===== src/rtl/decode_stage_pkg.sv =====
// Shared processor package: opcode constants, ALU function codes, stack-op
// encodings and a small helper used by the decode logic.
//   Opcode constants  : Op* (IR[7:4])
//   alu_op_e          : ALU function code driven to execute
//   stack_op_e        : 0 none, 1 push, 2 pop
package decode_stage_pkg;

    localparam logic [3:0] OpNop     = 4'd0;
    localparam logic [3:0] OpMov     = 4'd1;
    localparam logic [3:0] OpAdd     = 4'd2;
    localparam logic [3:0] OpSub     = 4'd3;
    localparam logic [3:0] OpAnd     = 4'd4;
    localparam logic [3:0] OpOr      = 4'd5;
    localparam logic [3:0] OpShift   = 4'd6;
    localparam logic [3:0] OpStack   = 4'd7;
    localparam logic [3:0] OpUnary   = 4'd8;
    localparam logic [3:0] OpJcc     = 4'd9;
    localparam logic [3:0] OpLoop    = 4'd10;
    localparam logic [3:0] OpBranch  = 4'd11;
    localparam logic [3:0] OpMem     = 4'd12;
    localparam logic [3:0] OpLdi     = 4'd13;
    localparam logic [3:0] OpSti     = 4'd14;
    localparam logic [3:0] OpIllegal = 4'd15;

    typedef enum logic [3:0] {
        AluNone = 4'd0,
        AluMov  = 4'd1,
        AluAdd  = 4'd2,
        AluSub  = 4'd3,
        AluAnd  = 4'd4,
        AluOr   = 4'd5,
        AluRlc  = 4'd6,
        AluRrc  = 4'd7,
        AluSetc = 4'd8,
        AluClrc = 4'd9,
        AluNot  = 4'd10,
        AluInc  = 4'd11,
        AluDec  = 4'd12,
        AluNeg  = 4'd13
    } alu_op_e;

    typedef enum logic [1:0] {
        StackNone = 2'd0,
        StackPush = 2'd1,
        StackPop  = 2'd2
    } stack_op_e;

    // Branch-type opcodes expose their condition/sub-op field on brx.
    function automatic logic is_branch(input logic [3:0] op);
        return (op == OpJcc) || (op == OpBranch);
    endfunction

endpackage


===== src/rtl/decode_table.sv =====
// Combinational instruction decode table.
//   valid_i       : held instruction present; all outputs forced to 0 when low
//   ir_i, imm_i   : held instruction byte and second byte
//   opcode_o..rb_o: IR fields; brx_o = ra for branch opcodes
//   imm_o         : imm_i for two-byte instructions, else 0
//   control outs  : two_byte, alu_op, reg_write, mem_read, mem_write, stack_op, illegal
module decode_table
    import decode_stage_pkg::*;
(
    input  logic       valid_i,
    input  logic [7:0] ir_i,
    input  logic [7:0] imm_i,
    output logic [3:0] opcode_o,
    output logic [1:0] ra_o,
    output logic [1:0] rb_o,
    output logic [1:0] brx_o,
    output logic [7:0] imm_o,
    output logic       two_byte_o,
    output logic [3:0] alu_op_o,
    output logic       reg_write_o,
    output logic       mem_read_o,
    output logic       mem_write_o,
    output logic [1:0] stack_op_o,
    output logic       illegal_o
);

    logic [3:0] op;
    logic [1:0] ra;
    logic [1:0] rb;
    alu_op_e    alu;
    stack_op_e  stk;
    logic       rw;
    logic       mr;
    logic       mw;
    logic       ill;
    logic       two;

    assign op = ir_i[7:4];
    assign ra = ir_i[3:2];
    assign rb = ir_i[1:0];

    always_comb begin
        alu = AluNone;
        stk = StackNone;
        rw  = 1'b0;
        mr  = 1'b0;
        mw  = 1'b0;
        ill = 1'b0;
        two = 1'b0;
        unique case (op)
            OpNop:   ;
            OpMov:   begin rw = 1'b1; alu = AluMov; end
            OpAdd:   begin rw = 1'b1; alu = AluAdd; end
            OpSub:   begin rw = 1'b1; alu = AluSub; end
            OpAnd:   begin rw = 1'b1; alu = AluAnd; end
            OpOr:    begin rw = 1'b1; alu = AluOr;  end
            OpShift: begin
                unique case (ra)
                    2'd0: alu = AluRlc;
                    2'd1: alu = AluRrc;
                    2'd2: alu = AluSetc;
                    2'd3: alu = AluClrc;
                endcase
            end
            OpStack: begin
                unique case (ra)
                    2'd0: stk = StackPush;
                    2'd1: begin stk = StackPop; rw = 1'b1; end
                    2'd2: ;                  // OUT
                    2'd3: rw = 1'b1;         // IN
                endcase
            end
            OpUnary: begin
                rw = 1'b1;
                unique case (ra)
                    2'd0: alu = AluNot;
                    2'd1: alu = AluInc;
                    2'd2: alu = AluDec;
                    2'd3: alu = AluNeg;
                endcase
            end
            OpJcc:   ;
            OpLoop:  begin rw = 1'b1; alu = AluDec; end
            OpBranch: begin
                unique case (ra)
                    2'd0: ;                  // JMP
                    2'd1: stk = StackPush;   // CALL
                    2'd2: stk = StackPop;    // RET
                    2'd3: stk = StackPop;    // RTI
                endcase
            end
            OpMem: begin
                two = 1'b1;
                unique case (ra)
                    2'd0: rw = 1'b1;                      // LDM
                    2'd1: begin mr = 1'b1; rw = 1'b1; end // LDD
                    2'd2: mw = 1'b1;                      // STD
                    2'd3: ;
                endcase
            end
            OpLdi:     begin mr = 1'b1; rw = 1'b1; end
            OpSti:     mw = 1'b1;
            OpIllegal: ill = 1'b1;
        endcase
    end

    always_comb begin
        opcode_o    = '0;
        ra_o        = '0;
        rb_o        = '0;
        brx_o       = '0;
        imm_o       = '0;
        two_byte_o  = 1'b0;
        alu_op_o    = '0;
        reg_write_o = 1'b0;
        mem_read_o  = 1'b0;
        mem_write_o = 1'b0;
        stack_op_o  = '0;
        illegal_o   = 1'b0;
        if (valid_i) begin
            opcode_o    = op;
            ra_o        = ra;
            rb_o        = rb;
            brx_o       = is_branch(op) ? ra : 2'd0;
            imm_o       = two ? imm_i : 8'd0;
            two_byte_o  = two;
            alu_op_o    = alu;
            reg_write_o = rw;
            mem_read_o  = mr;
            mem_write_o = mw;
            stack_op_o  = stk;
            illegal_o   = ill;
        end
    end

endmodule


===== src/rtl/decode_stage.sv =====
// Decode pipeline stage: output register (OR) plus a one-entry skid buffer
// in front of the combinational decode table.
//   clk, reset          : clock, synchronous active-high reset
//   IR, IMM, instr_done : instruction bytes from fetch, valid when instr_done=1
//   stall, flush        : hold request from execute / discard pending work
//   valid..illegal      : decoded fields of the held instruction
//   overflow            : sticky, set when an instruction is lost to a full skid
module decode_stage
    import decode_stage_pkg::*;
(
    input  logic       clk,
    input  logic       reset,
    input  logic [7:0] IR,
    input  logic [7:0] IMM,
    input  logic       instr_done,
    input  logic       stall,
    input  logic       flush,
    output logic       valid,
    output logic [3:0] opcode,
    output logic [1:0] ra,
    output logic [1:0] rb,
    output logic [1:0] brx,
    output logic [7:0] imm_out,
    output logic       two_byte,
    output logic [3:0] alu_op,
    output logic       reg_write,
    output logic       mem_read,
    output logic       mem_write,
    output logic [1:0] stack_op,
    output logic       illegal,
    output logic       overflow
);

    logic       valid_q, valid_d;
    logic [7:0] ir_q, ir_d;
    logic [7:0] imm_q, imm_d;
    logic       skid_valid_q, skid_valid_d;
    logic [7:0] skid_ir_q, skid_ir_d;
    logic [7:0] skid_imm_q, skid_imm_d;
    logic       overflow_q, overflow_d;

    always_comb begin
        valid_d      = valid_q;
        ir_d         = ir_q;
        imm_d        = imm_q;
        skid_valid_d = skid_valid_q;
        skid_ir_d    = skid_ir_q;
        skid_imm_d   = skid_imm_q;
        overflow_d   = overflow_q;
        if (flush) begin
            valid_d      = 1'b0;
            skid_valid_d = 1'b0;
        end else if (stall) begin
            // OR frozen; incoming work goes to the skid or is lost.
            if (instr_done) begin
                if (!skid_valid_q) begin
                    skid_valid_d = 1'b1;
                    skid_ir_d    = IR;
                    skid_imm_d   = IMM;
                end else begin
                    overflow_d = 1'b1;
                end
            end
        end else if (skid_valid_q) begin
            // Older skid entry first; a same-cycle arrival takes its place.
            valid_d      = 1'b1;
            ir_d         = skid_ir_q;
            imm_d        = skid_imm_q;
            skid_valid_d = instr_done;
            if (instr_done) begin
                skid_ir_d  = IR;
                skid_imm_d = IMM;
            end
        end else if (instr_done) begin
            valid_d = 1'b1;
            ir_d    = IR;
            imm_d   = IMM;
        end else begin
            valid_d = 1'b0;
        end
    end

    always_ff @(posedge clk) begin
        if (reset) begin
            valid_q      <= 1'b0;
            ir_q         <= '0;
            imm_q        <= '0;
            skid_valid_q <= 1'b0;
            skid_ir_q    <= '0;
            skid_imm_q   <= '0;
            overflow_q   <= 1'b0;
        end else begin
            valid_q      <= valid_d;
            ir_q         <= ir_d;
            imm_q        <= imm_d;
            skid_valid_q <= skid_valid_d;
            skid_ir_q    <= skid_ir_d;
            skid_imm_q   <= skid_imm_d;
            overflow_q   <= overflow_d;
        end
    end

    assign valid    = valid_q;
    assign overflow = overflow_q;

    decode_table u_decode_table (
        .valid_i     (valid_q),
        .ir_i        (ir_q),
        .imm_i       (imm_q),
        .opcode_o    (opcode),
        .ra_o        (ra),
        .rb_o        (rb),
        .brx_o       (brx),
        .imm_o       (imm_out),
        .two_byte_o  (two_byte),
        .alu_op_o    (alu_op),
        .reg_write_o (reg_write),
        .mem_read_o  (mem_read),
        .mem_write_o (mem_write),
        .stack_op_o  (stack_op),
        .illegal_o   (illegal)
    );

endmodule

===== config.mk =====
export PLATFORM = sky130hd
export DESIGN_NAME = decode_stage
export DESIGN_NICKNAME = d
export VERILOG_FILES = /design/src/rtl/decode_stage_pkg.sv /design/src/rtl/decode_table.sv /design/src/rtl/decode_stage.sv
export SDC_FILE = /design/constraint.sdc
export NUM_CORES = 1
export LEC_CHECK = 0
export ABC_AREA = 1
export CORE_MARGIN = 1.5
export CORE_UTILIZATION = 52
export CTS_CLUSTER_SIZE = 40
export DETAILED_ROUTE_END_ITERATION = 10
export GPL_TIMING_DRIVEN = 1
export HOLD_SLACK_MARGIN = 0.15
export PLACE_DENSITY_LB_ADDON = 0.2
export SYNTH_ARGS = -nofsm -noshare
export SYNTH_HDL_FRONTEND = slang
export SYNTH_HIERARCHICAL = 1
export SYNTH_SLANG_ARGS = --single-unit

===== constraint.sdc =====
create_clock -name clk -period 2.7 [get_ports clk]
set_clock_uncertainty 0.05 [all_clocks]
set_input_delay 0.54 -clock clk [delete_from_list [all_inputs] [get_ports clk]]
set_output_delay 0.54 -clock clk [all_outputs]
set_load 0.05 [all_outputs]

==> reports/summary.txt <==
Total track usage: 22.3%
Post-DP HPWL: 3.36 mm
Most frequent cells in the layout: nand2_1, nor2_1, inv_1
Logic pwr share: 16.5%
Run status: finished clean
Largest stage delay, worst path: 0.81 ns
Layout cells sized above 1: 12.4%
H-Tree Depth: 2
CTS tree: done
Gate Count Post-Synth: 363
Starting Density: 54.5%
First drt pass iteration count: 5
Final setup vio count: 0
CTS Buffer Depth: 2
Clock-pin slew on the worst setup and hold paths: 0.07 ns
Final Instance Area: 2770 sq um
Die H: 67.7 um
# diodes: 0
# port buffers: 51
CP Max Fanout: 7
Clock network fraction of total power: 38.3%
Final TNS setup: 0 ns
Boundary pin count: 52
Root buffer cell: clkbuf_8
First-pass GRT wire length: 7.88 mm
Antenna violations before repair: 0
Vias in the first global route: 1837
Clk_lat worst skew: 0.29 ns
Leakage power: 1.39 nW
CP max stage cell: clkdlybuf4s50_1
Slew HR: 52.3%
Switching Share: 26.7%
Post-synth EDFFs: 0
Largest net degree at the start of global routing: 33
Grt ovf: 0
Yosys reg bits: 35
Post-synthesis sequential area ratio: 32.2%
Core box area: 4000 sq um
Final WL: 4.75 mm
Crit-path cells: nand2_1 -> inv_1 -> nand2_1 -> nor2_1 -> clkdlybuf4s50_1
Hold Violations, Final: 0
CP bufs+invs: 2
Vias per cell: 4.83
CP top delay family: buffers and inverters
Row cnt: 23
Die area: 4590 sq um
FFs w/ async S/R, synth: 0%
Via total after detailed routing: 2220
Slew at the pin closest to its max-slew limit: 0.714 ns
GP Congestion: 0.905
Yosys Warn Count: 6
Post CTS Setup Buffer Count: 0
Cell area after synthesis: 2180 sq um
NumNets Final: 431
Hold WC Path Type: register to register
Post-synth top flop: dfxtp_1
Critical path type: register to output pin
Cell variety after synth: 26
Most used cell, CP: nand2_1
Fmax: 0.386 GHz
Maxcap violations: 0
WP data arrival: 2.00 ns
CP Launch Type: register
Routed WL per cell: 10.3 um
Antenna viol nets, final: 0
Power share of the sequential group: 45.1%
Synthesized area per cell: 6.00 sq um
Initial drt markers: 139
Clock sink count: 35
Commonest non-fill, non-tap cell in the layout: nand2_1
Required time worst endpoint: 2.11 ns
Post-Syn Nets: 385
DRC violations left: 0
Area growth, synth to finish: 27.2%
Cell Pwr Density: 461 nW/um^2
Slew Viols, Final: 0
Post-route minimum period: 2.59 ns
RSZ-0062 raised after global routing: false
DP Area: 2650 sq um
CTS buffer count: 5
Tcrit/Tclk final: 96.1%
Internal: 0.936 mW
Worst Setup End Kind: output pin
NetSw: 0.341 mW
Die Span X: 67.7 um
Max VDD drop: 330 uV
-- cell usage after synthesis (2+ instances only) --
cell type,n,area [sq um]
nand2_1,105,394
nor2_1,71,267
inv_1,50,188
dfxtp_1,35,701
nand3_1,22,110
a21oi_1,19,95.1
o21ai_0,11,55.1
buf_6,8,90.1
buf_2,7,35.0
o21ai_1,7,35.0
a21oi_2,3,26.3
buf_1,3,11.3
inv_2,3,11.3
nor2_2,3,18.8
nand2_2,2,12.5
nor2_4,2,22.5
nor3_1,2,10.0
o21ai_4,2,32.5
-- stage by stage --
step | hold slack [ns] | instances | setup slack (ns) | power [mW] | util [%]
after detailed placement | 0.417 | 452 | 0.394 | 0.798 | 66.2
final | 0.434 | 460 | 0.106 | 1.28 | 69.3
after global routing | 0.454 | 460 | 0.0262 | 1.33 | 69.3
after floorplan | 0.401 | 363 | 0.00781 | 0.737 | -
after CTS | 0.439 | 460 | 0.0693 | 1.28 | 69.1
after global placement | 0.402 | 452 | 0.431 | 0.792 | 66.2
-- cells by family after synthesis --
group | after synthesis | synth area share, %
AOI/OAI and AO/OA | 46 | 12.6
adders and majority gates | 1 | 0.574
buffers and inverters | 72 | 15.7
DFF | 35 | 32.2
and+or+nand+nor | 209 | 38.9
-- sequential cells by signal, indices dropped and copies added (netlist names) --
register	cells
skid_ir_q	8
overflow	1
skid_imm_q	8
valid	1
imm_q	8
skid_valid_q	1
ir_q	8
-- worst reg2reg max path: stages, from the launching register on --
cell     delay (ns)
dfxtp_1        0.78
ha_1           0.36
inv_1          0.07
nor2_2         0.05
buf_12         0.16
a21oi_1        0.18
nor2_1         0.06
-- layout make-up --
cell class | count | area [sq um]
multi-input combinational | 256 | 1150
timing repair buffer | 58 | 538
inverter | 53 | 199
clock buffer | 6 | 82.6
fill | 366 | 1230
tap | 50 | 62.6
sequential | 35 | 701
clock inverter | 2 | 35.0
-- final timing paths --
check                        startpoint                          to  slack, ns  cells after the start
max                ir_q[7]$_SDFFE_PP0P_                    two_byte       0.11                      5
min          skid_imm_q[5]$_SDFFE_PP0P_  skid_imm_q[5]$_SDFFE_PP0P_       0.43                      2
max reg2reg   skid_valid_q$_SDFFE_PP0P_   skid_ir_q[4]$_SDFFE_PP0P_       0.89                      6
min reg2reg  skid_imm_q[5]$_SDFFE_PP0P_  skid_imm_q[5]$_SDFFE_PP0P_       0.43                      2
-- metal layers --
metal	wire length [um]	up-vias	track usage (%)
met5	0	-	0
met4	86	0	8.93
met3	234	9	4.17
met2	2200	55	37.5
met1	2230	963	28.0
li1	-	1193	-
-- power by group through the flow --
stage / sequential (mW) / clock [mW] / combinational, mW
floorplan: 0.580 / 0 / 0.157
global placement: 0.586 / 0 / 0.206
detailed placement: 0.588 / 0 / 0.210
CTS: 0.576 / 0.494 / 0.212
global route: 0.580 / 0.514 / 0.239
finish: 0.576 / 0.490 / 0.211
-- what timing repair did --
action | CTS | global route
hold buffers | 0 | 0
setup endpoints to repair | 0 | 2
resized for setup | 0 | 2
Power figures use the tool's default switching activity.
